[config.mk]
export PLATFORM = sky130hd
export DESIGN_NAME = ram512_arbiter
export DESIGN_NICKNAME = d
export VERILOG_FILES = /design/src/rtl/ram512_arb_pkg.sv /design/src/rtl/rr_pick2.sv /design/src/rtl/ram512_arbiter.sv
export SDC_FILE = /design/constraint.sdc
export NUM_CORES = 1
export LEC_CHECK = 0
export ABC_AREA = 1
export CAP_MARGIN = 30
export CELL_PAD_IN_SITES_DETAIL_PLACEMENT = 0
export CELL_PAD_IN_SITES_GLOBAL_PLACEMENT = 1
export CORE_MARGIN = 5
export CORE_UTILIZATION = 26
export CTS_CLUSTER_SIZE = 12
export DETAILED_ROUTE_END_ITERATION = 7
export PLACE_DENSITY_LB_ADDON = 0.1
export SYNTH_ARGS = -nofsm -noshare
export SYNTH_HDL_FRONTEND = slang
export SYNTH_SLANG_ARGS = --single-unit
[constraint.sdc]
create_clock -name clk -period 2.1 [get_ports clk]
set_clock_uncertainty 0.05 [all_clocks]
set_input_delay 0.525 -clock clk [delete_from_list [all_inputs] [get_ports clk]]
set_output_delay 0.525 -clock clk [all_outputs]
set_load 0.1 [all_outputs]
[src/rtl/ram512_arb_pkg.sv]
// Shared definitions for the RAM512 two-port arbiter: FSM state encoding,
// port identifiers and default data/address widths.
package ram512_arb_pkg;

  localparam int DEF_DATA_W = 16;
  localparam int DEF_ADDR_W = 9;

  localparam logic PORT0 = 1'b0;
  localparam logic PORT1 = 1'b1;

  typedef enum logic [1:0] {
    IDLE   = 2'd0,
    ACCESS = 2'd1,
    RESP   = 2'd2
  } state_t;

endpackage

[src/rtl/rr_pick2.sv]
// Combinational 2-way request picker for the RAM512 arbiter.
// Default: round-robin, where the port that did not win last time takes a tie.
// With RAM512_ARB_FIXED_PRIO_EN defined, port 0 always wins a tie and the
// last-grant input is ignored, so port 1 can starve under constant contention.
module rr_pick2
  import ram512_arb_pkg::*;
(
  input  logic [1:0] i_req,
  input  logic       i_lastGrant,
  output logic       o_grantId,
  output logic       o_anyReq
);

`ifdef RAM512_ARB_FIXED_PRIO_EN
  logic w_unusedLastGrant;
  assign w_unusedLastGrant = i_lastGrant;
`endif

  // Winner selection; port 0 is the fallback whenever it is the only option
  always_comb begin
    o_anyReq  = |i_req;
    o_grantId = PORT0;
`ifdef RAM512_ARB_FIXED_PRIO_EN
    if (!i_req[0] && i_req[1]) begin
      o_grantId = PORT1;
    end
`else
    if (&i_req) begin
      o_grantId = ~i_lastGrant;
    end else if (i_req[1]) begin
      o_grantId = PORT1;
    end
`endif
  end

endmodule

[src/rtl/ram512_arbiter.sv]
// Two-port arbiter sharing one external RAM512 between two req/ack requesters.
// A winning command is latched in IDLE, driven onto the RAM for exactly one
// ACCESS cycle, and acknowledged with registered read data in RESP.
// Optional build macro: RAM512_ARB_FIXED_PRIO_EN (fixed priority to port 0
// instead of round-robin), handled inside rr_pick2.
module ram512_arbiter
  import ram512_arb_pkg::*;
#(
  parameter int DATA_W = DEF_DATA_W,
  parameter int ADDR_W = DEF_ADDR_W
) (
  input  logic              clk,
  input  logic              reset,
  input  logic [1:0]        req,
  input  logic [1:0]        we,
  input  logic [ADDR_W-1:0] addr0,
  input  logic [ADDR_W-1:0] addr1,
  input  logic [DATA_W-1:0] wdata0,
  input  logic [DATA_W-1:0] wdata1,
  output logic [1:0]        ack,
  output logic [DATA_W-1:0] rdata,
  output logic              busy,
  output logic [DATA_W-1:0] ram_in,
  output logic              ram_load,
  output logic [ADDR_W-1:0] ram_address,
  input  logic [DATA_W-1:0] ram_out
);

  state_t            r_state;
  state_t            w_nextState;
  logic [ADDR_W-1:0] r_addrQ;
  logic [DATA_W-1:0] r_wdataQ;
  logic [DATA_W-1:0] r_rdata;
  logic              r_weQ;
  logic              r_idQ;
  logic              r_lastGrant;
  logic              w_grantId;
  logic              w_anyReq;
  logic              w_take;

  rr_pick2 u_pick (
    .i_req       (req),
    .i_lastGrant (r_lastGrant),
    .o_grantId   (w_grantId),
    .o_anyReq    (w_anyReq)
  );

  // FSM state register
  always_ff @(posedge clk) begin
    if (reset) begin
      r_state <= IDLE;
    end else begin
      r_state <= w_nextState;
    end
  end

  // Next-state and per-state outputs; ram_load is masked by reset so an
  // ACCESS cycle interrupted by reset never writes the RAM
  always_comb begin
    w_nextState = r_state;
    ack         = 2'b00;
    busy        = 1'b0;
    ram_load    = 1'b0;
    w_take      = 1'b0;
    unique case (r_state)
      IDLE: begin
        if (w_anyReq) begin
          w_take      = 1'b1;
          w_nextState = ACCESS;
        end
      end
      ACCESS: begin
        busy        = 1'b1;
        ram_load    = r_weQ & ~reset;
        w_nextState = RESP;
      end
      RESP: begin
        busy        = 1'b1;
        ack[r_idQ]  = 1'b1;
        w_nextState = IDLE;
      end
      default: begin
        w_nextState = IDLE;
      end
    endcase
  end

  // Command latch: capture the winner's request and remember who won,
  // last grant starts at port 1 so port 0 wins the first tie
  always_ff @(posedge clk) begin
    if (reset) begin
      r_idQ       <= PORT0;
      r_weQ       <= 1'b0;
      r_addrQ     <= '0;
      r_wdataQ    <= '0;
      r_lastGrant <= PORT1;
    end else if (w_take) begin
      r_idQ       <= w_grantId;
      r_weQ       <= we[w_grantId];
      r_addrQ     <= w_grantId ? addr1 : addr0;
      r_wdataQ    <= w_grantId ? wdata1 : wdata0;
      r_lastGrant <= w_grantId;
    end
  end

  // Response data: reads return the RAM output, writes echo the written data
  always_ff @(posedge clk) begin
    if (reset) begin
      r_rdata <= '0;
    end else if (r_state == ACCESS) begin
      r_rdata <= r_weQ ? r_wdataQ : ram_out;
    end
  end

  assign rdata       = r_rdata;
  assign ram_address = r_addrQ;
  assign ram_in      = r_wdataQ;

endmodule

# Word level (Yosys, flattened, before mapping)
# Cells that the tools add are included.
dict set report word_totals {
  ff_bits 46
  out_inout_bits 45
}
dict set report classes {
  n_lt_le_gt_ge 3
  bitwise_logic 3
  mux 16
  n_eq_ne 3
  reduce_logical 5
}
# operator count
set ops {}
lappend ops {{2-to-1 mux 16 bit} 2}
lappend ops {{2-to-1 mux 1 bit} 9}
lappend ops {{2-to-1 mux 9 bit} 1}
lappend ops {{less-than comparator 1 x 2 -> 1 bit (second input constant)} 2}
lappend ops {{2-to-1 mux 2 bit} 2}
lappend ops {{case mux 2 bit (2 select lines)} 1}
lappend ops {{OR reduction 2 bit} 2}
lappend ops {{equality test 2 x 1 -> 1 bit (second input constant)} 1}
lappend ops {{equality test 2 bit (second input constant)} 1}
lappend ops {{logical NOT 2 bit} 1}
lappend ops {{inequality test 2 x 1 -> 1 bit (second input constant)} 1}
lappend ops {{inverter 1 bit} 2}
lappend ops {{AND reduction 2 bit} 1}
lappend ops {{AND 1 bit} 1}
lappend ops {{demux 1 bit (select 1 bit)} 1}
lappend ops {{>= comparator 1 bit (second input constant)} 1}
lappend ops {{logical AND 1 bit} 1}

# Logic depth before layout (Yosys ltp)
# Gate-level depths: netlist of run 1.
dict set report logic_depth {
  ltp_word 5
  ltp_mapped 8
  mapped_depth_nobuf 7
}

# Cells and area by module
# Synthesis of run 1 repeated with hierarchy kept, for this count alone.
dict set report unflattened {
  hier_cells 397
  area_unflattened_um2 2471.1
}
# module cells_per_inst area_each_um2 n_inst
set modules_own_cells {}
lappend modules_own_cells {ram512_arbiter 394 2456.1 1}
lappend modules_own_cells {rr_pick2 3 15.0 1}

# Least setup slack after synthesis of run 1
# No wires, ideal clock.
dict set report synth_timing {
  path_kind {register -> output}
  start {reg r_state[1]}
  end {out ram_load}
  n_path_buf 2
  arrival_time_ns 2.308
  slack_ns -0.783
  required_time_ns 1.525
  stages_incl_launch_ff 7
  path_cell_list {dfxtp_1 inv_1 ha_1 clkbuf_1 clkbuf_1 nand2_1 nor2_1}
}
dict set report synth_via {
  elab_chain_len 2
}
# element line
set synth_rtl {}
lappend synth_rtl {{start, declared} ram512_arbiter.sv:29} ;# state_t r_state;
lappend synth_rtl {{start signal, assigned} ram512_arbiter.sv:53} ;# r_state <= w_nextState;
lappend synth_rtl {{equality test 2 x 1 -> 1 bit} ram512_arbiter.sv:65} ;# unique case (r_state)
lappend synth_rtl {{2-to-1 mux 1 bit} ram512_arbiter.sv:65}
lappend synth_rtl {{end, declared} ram512_arbiter.sv:24} ;# output logic ram_load,
# No other way between the ends.

# Final worst setup path of run 1
# Ends and elaborated chain as after synthesis.

==> results of run 1 <==
[sequential cells by signal (all words and copies together), names as in the netlist]
name,cells
r_idQ,1
ram_in,16
r_weQ,1
r_lastGrant,1
rdata,16
ram_address,9
r_state,2
[worst max-delay path, cell delays in order (launching register included)]
cell and delay [ns]:
dfxtp_1 0.33, inv_1 0.10, ha_1 0.20, nand2_1 0.11, nor2_4 0.12, buf_12 0.18
[layout make-up]
cell class | instances | area, µm²
multi-input combinational | 243 | 1090
fill | 917 | 4880
sequential | 46 | 921
timing repair buffer | 123 | 1400
clock inverter | 2 | 37.5
tap | 108 | 135
inverter | 49 | 184
clock buffer | 6 | 72.6
[metal layers]
metal	share of wire	wire, µm	vias up
met5	0	0	-
met4	0.013	92	0
met3	0.072	526	6
met2	0.42	3050	73
met1	0.50	3650	1007
li1	-	-	1316
[synth_stat cells (all sizes together)]
| master | instances | area, µm² |
|---|---|---|
| a211oi | 1 | 7.51 |
| a21oi | 2 | 10.0 |
| buf | 14 | 111 |
| clkbuf | 7 | 26.3 |
| dfxtp | 46 | 921 |
| ha | 4 | 50.1 |
| inv | 49 | 184 |
| nand2 | 92 | 345 |
| nand3 | 19 | 95.1 |
| nor2 | 82 | 318 |
| o211ai | 16 | 120 |
| o21ai | 27 | 135 |
[logic make-up after synthesis]
family,after synthesis
AO/OA/AOI/OAI,46
adder cells (fa/ha/maj),4
buffers and inverters,70
flip-flops,46
AND/OR/NAND/NOR,193
[worst max-delay path by stage]
stage                           to  cells past startpoint
CTS                       ram_load                      5
detailed placement       ram_in[1]                      6
global route                ack[0]                      5
floorplan                 ram_load                      6
finish                    ram_load                      5
global placement    ram_address[4]                      7
[stage by stage]
step                power (mW)  hold WS [ns]  setup slack (ns)
finish                    3.38         0.429             0.187
global route              3.59         0.471             0.117
CTS                       3.44         0.434             0.166
detailed placement        2.74         0.414             0.182
global placement          2.74         0.400             0.218
floorplan                 2.20         0.379           -0.0683
[layout by cell type, fill, tap and decap left out, drive strengths merged]
| cell type | instances |
|---|---|
| o21ai | 27 |
| clkdlybuf4s50 | 71 |
| buf | 52 |
| nand3 | 19 |
| o211ai | 16 |
| a211oi | 1 |
| clkbuf | 6 |
| a21oi | 2 |
| inv | 49 |
| dfxtp | 46 |
| clkinvlp | 1 |
| ha | 4 |
| nor2 | 82 |
| nand2 | 92 |
| bufinv | 1 |
[power by group]
group	switching (mW)	total [mW]	internal [mW]
Combinational	1.10	1.62	0.523
Clock	0.318	0.674	0.356
Sequential	0.101	1.08	0.984
==> out/results.txt, run 1 <==
Outcome: completed
Ant. Diodes: 0
CTS tree: yes
Synthesized flop and latch total: 46
Clock transition at path regs: 0.09 ns
# setup viols final: 0
Reg2reg path depth: 8
H-tree depth: 2
Synth Instances: 359
Drt drc: 0
Grt met1 use: 0.197
DR vias: 2402
Layout cells sized above 1: 0.136
CP startpoint: r_state[1]
Required @ worst endpoint: 1.52 ns
Global route total overflow: 0
Pre-antenna DRT Iters: 4
RR Endpoint: ram_in[11]
CORE AREA: 8720 µm²
First-pass GRT wire length: 12300 µm
Crit path max fanout: 3
Hold WC Path Type: register to register
Pleak: 1.87 nW
Complex-gate fraction of the synthesized area: 0.117
GR Layer Usage met2: 0.198
TritonCTS buffer count: 5
Fin crit period: 1.91 ns
Fmax: 523 MHz
Synth warn: 0
RSZ-0062 raised after global routing: false
Critical R2R Launch: r_state[0]
Iter 0 DRT Violations: 79
Avg Inst Size Synth: 6.47 µm²
Hold path start: r_lastGrant
Post-cts repair resize count: 0
Least-Margin Pin Slew: 0.456 ns
Final hold violation count: 0
Main combinational cell family by area after synthesis: simple AND/OR/NAND/NOR gates
Pin count of the biggest net entering global routing: 53
Hold Buf Count CTS: 0
ANT nets after route: 0
Hold endpoint: r_lastGrant
Worst skew pair latency: 0.30 ns
PD cells: 880 nW/µm²
GR Util met3: 0.0432
Fin area: 3840 µm²
Post-synthesis mux area share: 0
Row count: 34
Initial cell density of the core: 0.266
Synthesized area: 2320 µm²
Crit share post-route: 0.911
Placed insts: 569
Via/cell ratio: 4.16
Setup crit start kind: register
Post-CTS setup buffers: 0
Max Buffers Root-to-Sink: 2
Register area share after synthesis: 0.396
Xor/xnor share of the synthesized area: 0
Worst EP arrival: 1.34 ns
Final Util: 0.441
Setup TNS Final: 0 ns
Max-slew violation count: 0
GRT Util Overall: 0.137
P&R area growth vs syn: 65.5%
Nets@finish: 544
Worst vdd ir: 311 µV
Initial antenna violation count: 0
Worst hold path depth: 2
WL/cell: 12.7 µm
Height of the die: 105 µm
Layout Cells excl Fill: 577
Max Cap Viol: 0
Vias in the first global route: 2369
Post-Syn Nets: 435
Relative slew slack: 0.696
Post-DP HPWL: 5460 µm
DP Area: 3730 µm²
Worst Setup End Kind: output port
CP Class: register to output port
Count of buffers from port buffering: 116
Busiest grt layer: met2
Die area: 10900 µm²
Root Buffer: clkbuf_8
Die width: 105 µm
R2r setup slk: 0.58 ns
CTS sink count: 46
GPL Wtd Cong: 0.734
I/O pins: 117
Simple-gate share of the synthesized area: 0.326
Final WL: 7310 µm
Adder-Cell Fraction of Synth Area: 0.0215
Unique masters post-synth: 17
Note: power is estimated with default switching activity, not from simulation.
==> run 2: changes to the inputs <==
RECOVER_POWER = 50   (was default)
==> out/results.txt, run 2 (synthesis results as in run 1) <==
Initial antenna violation count: 0 (unchanged)
Hold endpoint: r_lastGrant
Crit path max fanout: 3 (unchanged)
H-tree depth: 2 (unchanged)
Pre-antenna DRT Iters: 4 (unchanged)
Count of buffers from port buffering: 116 (unchanged)
Nets@finish: 544 (unchanged)
Layout cells sized above 1: 0.134 (-0.00213)
Max Buffers Root-to-Sink: 2 (unchanged)
Hold path start: r_lastGrant
Pin count of the biggest net entering global routing: 53 (unchanged)
CTS tree: yes
Fillers: 943 (+2.8%)
Required @ worst endpoint: 1.52 ns (about the same)
Root Buffer: clkbuf_8
Drt drc: 0 (unchanged)
Relative slew slack: 0.626 (-0.0699)
Wire length on met3: 549 µm (+4.4%)
PD cells: 896 nW/µm² (+1.8%)
TritonCTS buffer count: 5 (unchanged)
RSZ-0062 raised after global routing: false
Hold Buf Count CTS: 0 (unchanged)
Initial cell density of the core: 0.266 (unchanged)
ANT nets after route: 0 (unchanged)
Most common cell after layout, fill and taps aside: nand2_1
Ant. Diodes: 0 (unchanged)
Routed met2 length: 3050 µm (+0.26%)
M1 wire length: 3620 µm (-0.66%)
Post-CTS setup buffers: 0 (unchanged)
Worst skew pair latency: 0.30 ns (about the same)
Cell Chain, Critical Path: inv_1 -> ha_1 -> nand2_1 -> nor2_4 -> buf_12
GRT Util Overall: 0.137 (unchanged)
Fin crit period: 1.91 ns (-0.00243 ns)
Worst EP arrival: 1.34 ns (about the same)
FF+latch area: 921 µm² (unchanged)
Worst vdd ir: 310 µV (-0.31%)
Global route total overflow: 0 (unchanged)
I/O pins: 117 (unchanged)
Post-DP HPWL: 5460 µm (unchanged)
Clock transition at path regs: 0.09 ns (about the same)
Row count: 34 (unchanged)
Final WL: 7320 µm (+0.12%)
DR top layer: met4
Die area: 10900 µm² (unchanged)
Iter 0 DRT Violations: 69 (-13%)
WL/cell: 12.7 µm (+0.12%)
Setup crit start kind: register
Outcome: completed
R2r setup slk: 0.51 ns (-0.07 ns)
Most frequent cells in the layout: nand2_1, nor2_1, clkdlybuf4s50_1
Critical R2R Launch: r_weQ
Vias in the first global route: 2369 (unchanged)
Post-cts repair resize count: 0 (unchanged)
Max Cap Viol: 0 (unchanged)
Fmax: 523 MHz (+0.13%)
Via/cell ratio: 4.15 (-0.25%)
Crit share post-route: 0.910 (-0.00116)
Hold WC Path Type: register to register
Least-Margin Pin Slew: 0.563 ns (+0.108 ns)
Final Util: 0.417 (-0.0238)
Footprint of the multi-input gates: 1090 µm² (-0.23%)
Pleak: 1.82 nW (-3.1%)
Die width: 105 µm (unchanged)
Worst Setup End Kind: output port
Max-slew violation count: 0 (unchanged)
CORE AREA: 8720 µm² (unchanged)
CTS sink count: 46 (unchanged)
# setup viols final: 0 (unchanged)
Worst hold path depth: 2 (unchanged)
Height of the die: 105 µm (unchanged)
Reg2reg path depth: 6 (-2)
GPL Wtd Cong: 0.734 (unchanged)
CP max-delay cell: dfxtp_1
CP peak stage delay: 0.33 ns (about the same)
Final hold violation count: 0 (unchanged)
Total power: 3.26 mW (-3.7%)
First-pass GRT wire length: 12300 µm (unchanged)
RR Endpoint: rdata[3]
DR vias: 2396 (-0.25%)
CP Class: register to output port
P&R area growth vs syn: 56.5%
run 2: cell types whose count changed in the layout (fill, tap and decap cells not counted), sizes merged:
cell,before,now
dlygate4sd3,0,1
buf,52,25
clkdlybuf4s50,71,70
clkbuf,6,33
run 2: worst max-delay path, delay by kind of cell (launching register included):
kind                       cells  cell delay [ns]
DFF                            1             0.33
buffers and inverters          2             0.28
adders and majority gates      1             0.20
and+or+nand+nor                2             0.22
run 2: metrics by stage:
step | area (µm²) | instances | setup slack, ns | hold WS (ns) | setup TNS [ns]
after floorplan | 2330 | 359 | -0.0683 | 0.379 | -0.0683
after global placement | 3730 | 569 | 0.218 | 0.400 | 0
after detailed placement | 3730 | 569 | 0.182 | 0.414 | 0
after CTS | 3840 | 577 | 0.166 | 0.434 | 0
after global routing | 3640 | 577 | 0.117 | 0.469 | 0
final | 3640 | 577 | 0.190 | 0.435 | 0
run 2: per-layer routing:
layer,global-route usage,vias to the layer above
met1,0.197,997
met4,0.0389,0
li1,-,1316
met2,0.198,77
met5,0,-
met3,0.0432,6
run 2: area by class of cell:
cell class / instances / area share
Clock buffer: 6 / 0.0200
Clock inverter: 2 / 0.0103
Inverter: 49 / 0.0506
Multi-Input combinational cell: 243 / 0.300
Sequential cell: 46 / 0.253
Tap cell: 108 / 0.0372
Timing Repair Buffer: 123 / 0.329
run 2: worst max-delay path by stage:
stage,from,to,depth (start not counted)
floorplan,r_state[1],ram_load,6
global placement,req[1],ram_address[4],7
detailed placement,req[1],ram_in[1],6
CTS,r_state[1],ram_load,5
global route,r_state[0],ack[0],5
finish,r_state[1],ram_load,5
run 2: power by group:
group | total [mW] | internal [mW] | switching, mW
Combinational | 1.51 | 0.414 | 1.10
Clock | 0.674 | 0.356 | 0.319
Sequential | 1.07 | 0.984 | 0.0844
Total | 3.26 | 1.75 | 1.50
==> run 3: changes to the inputs <==
SETUP_SLACK_MARGIN = 0.05   (was default)
==> results of run 3 <==
Final layout, timing and power as in run 2 (identical DEF).
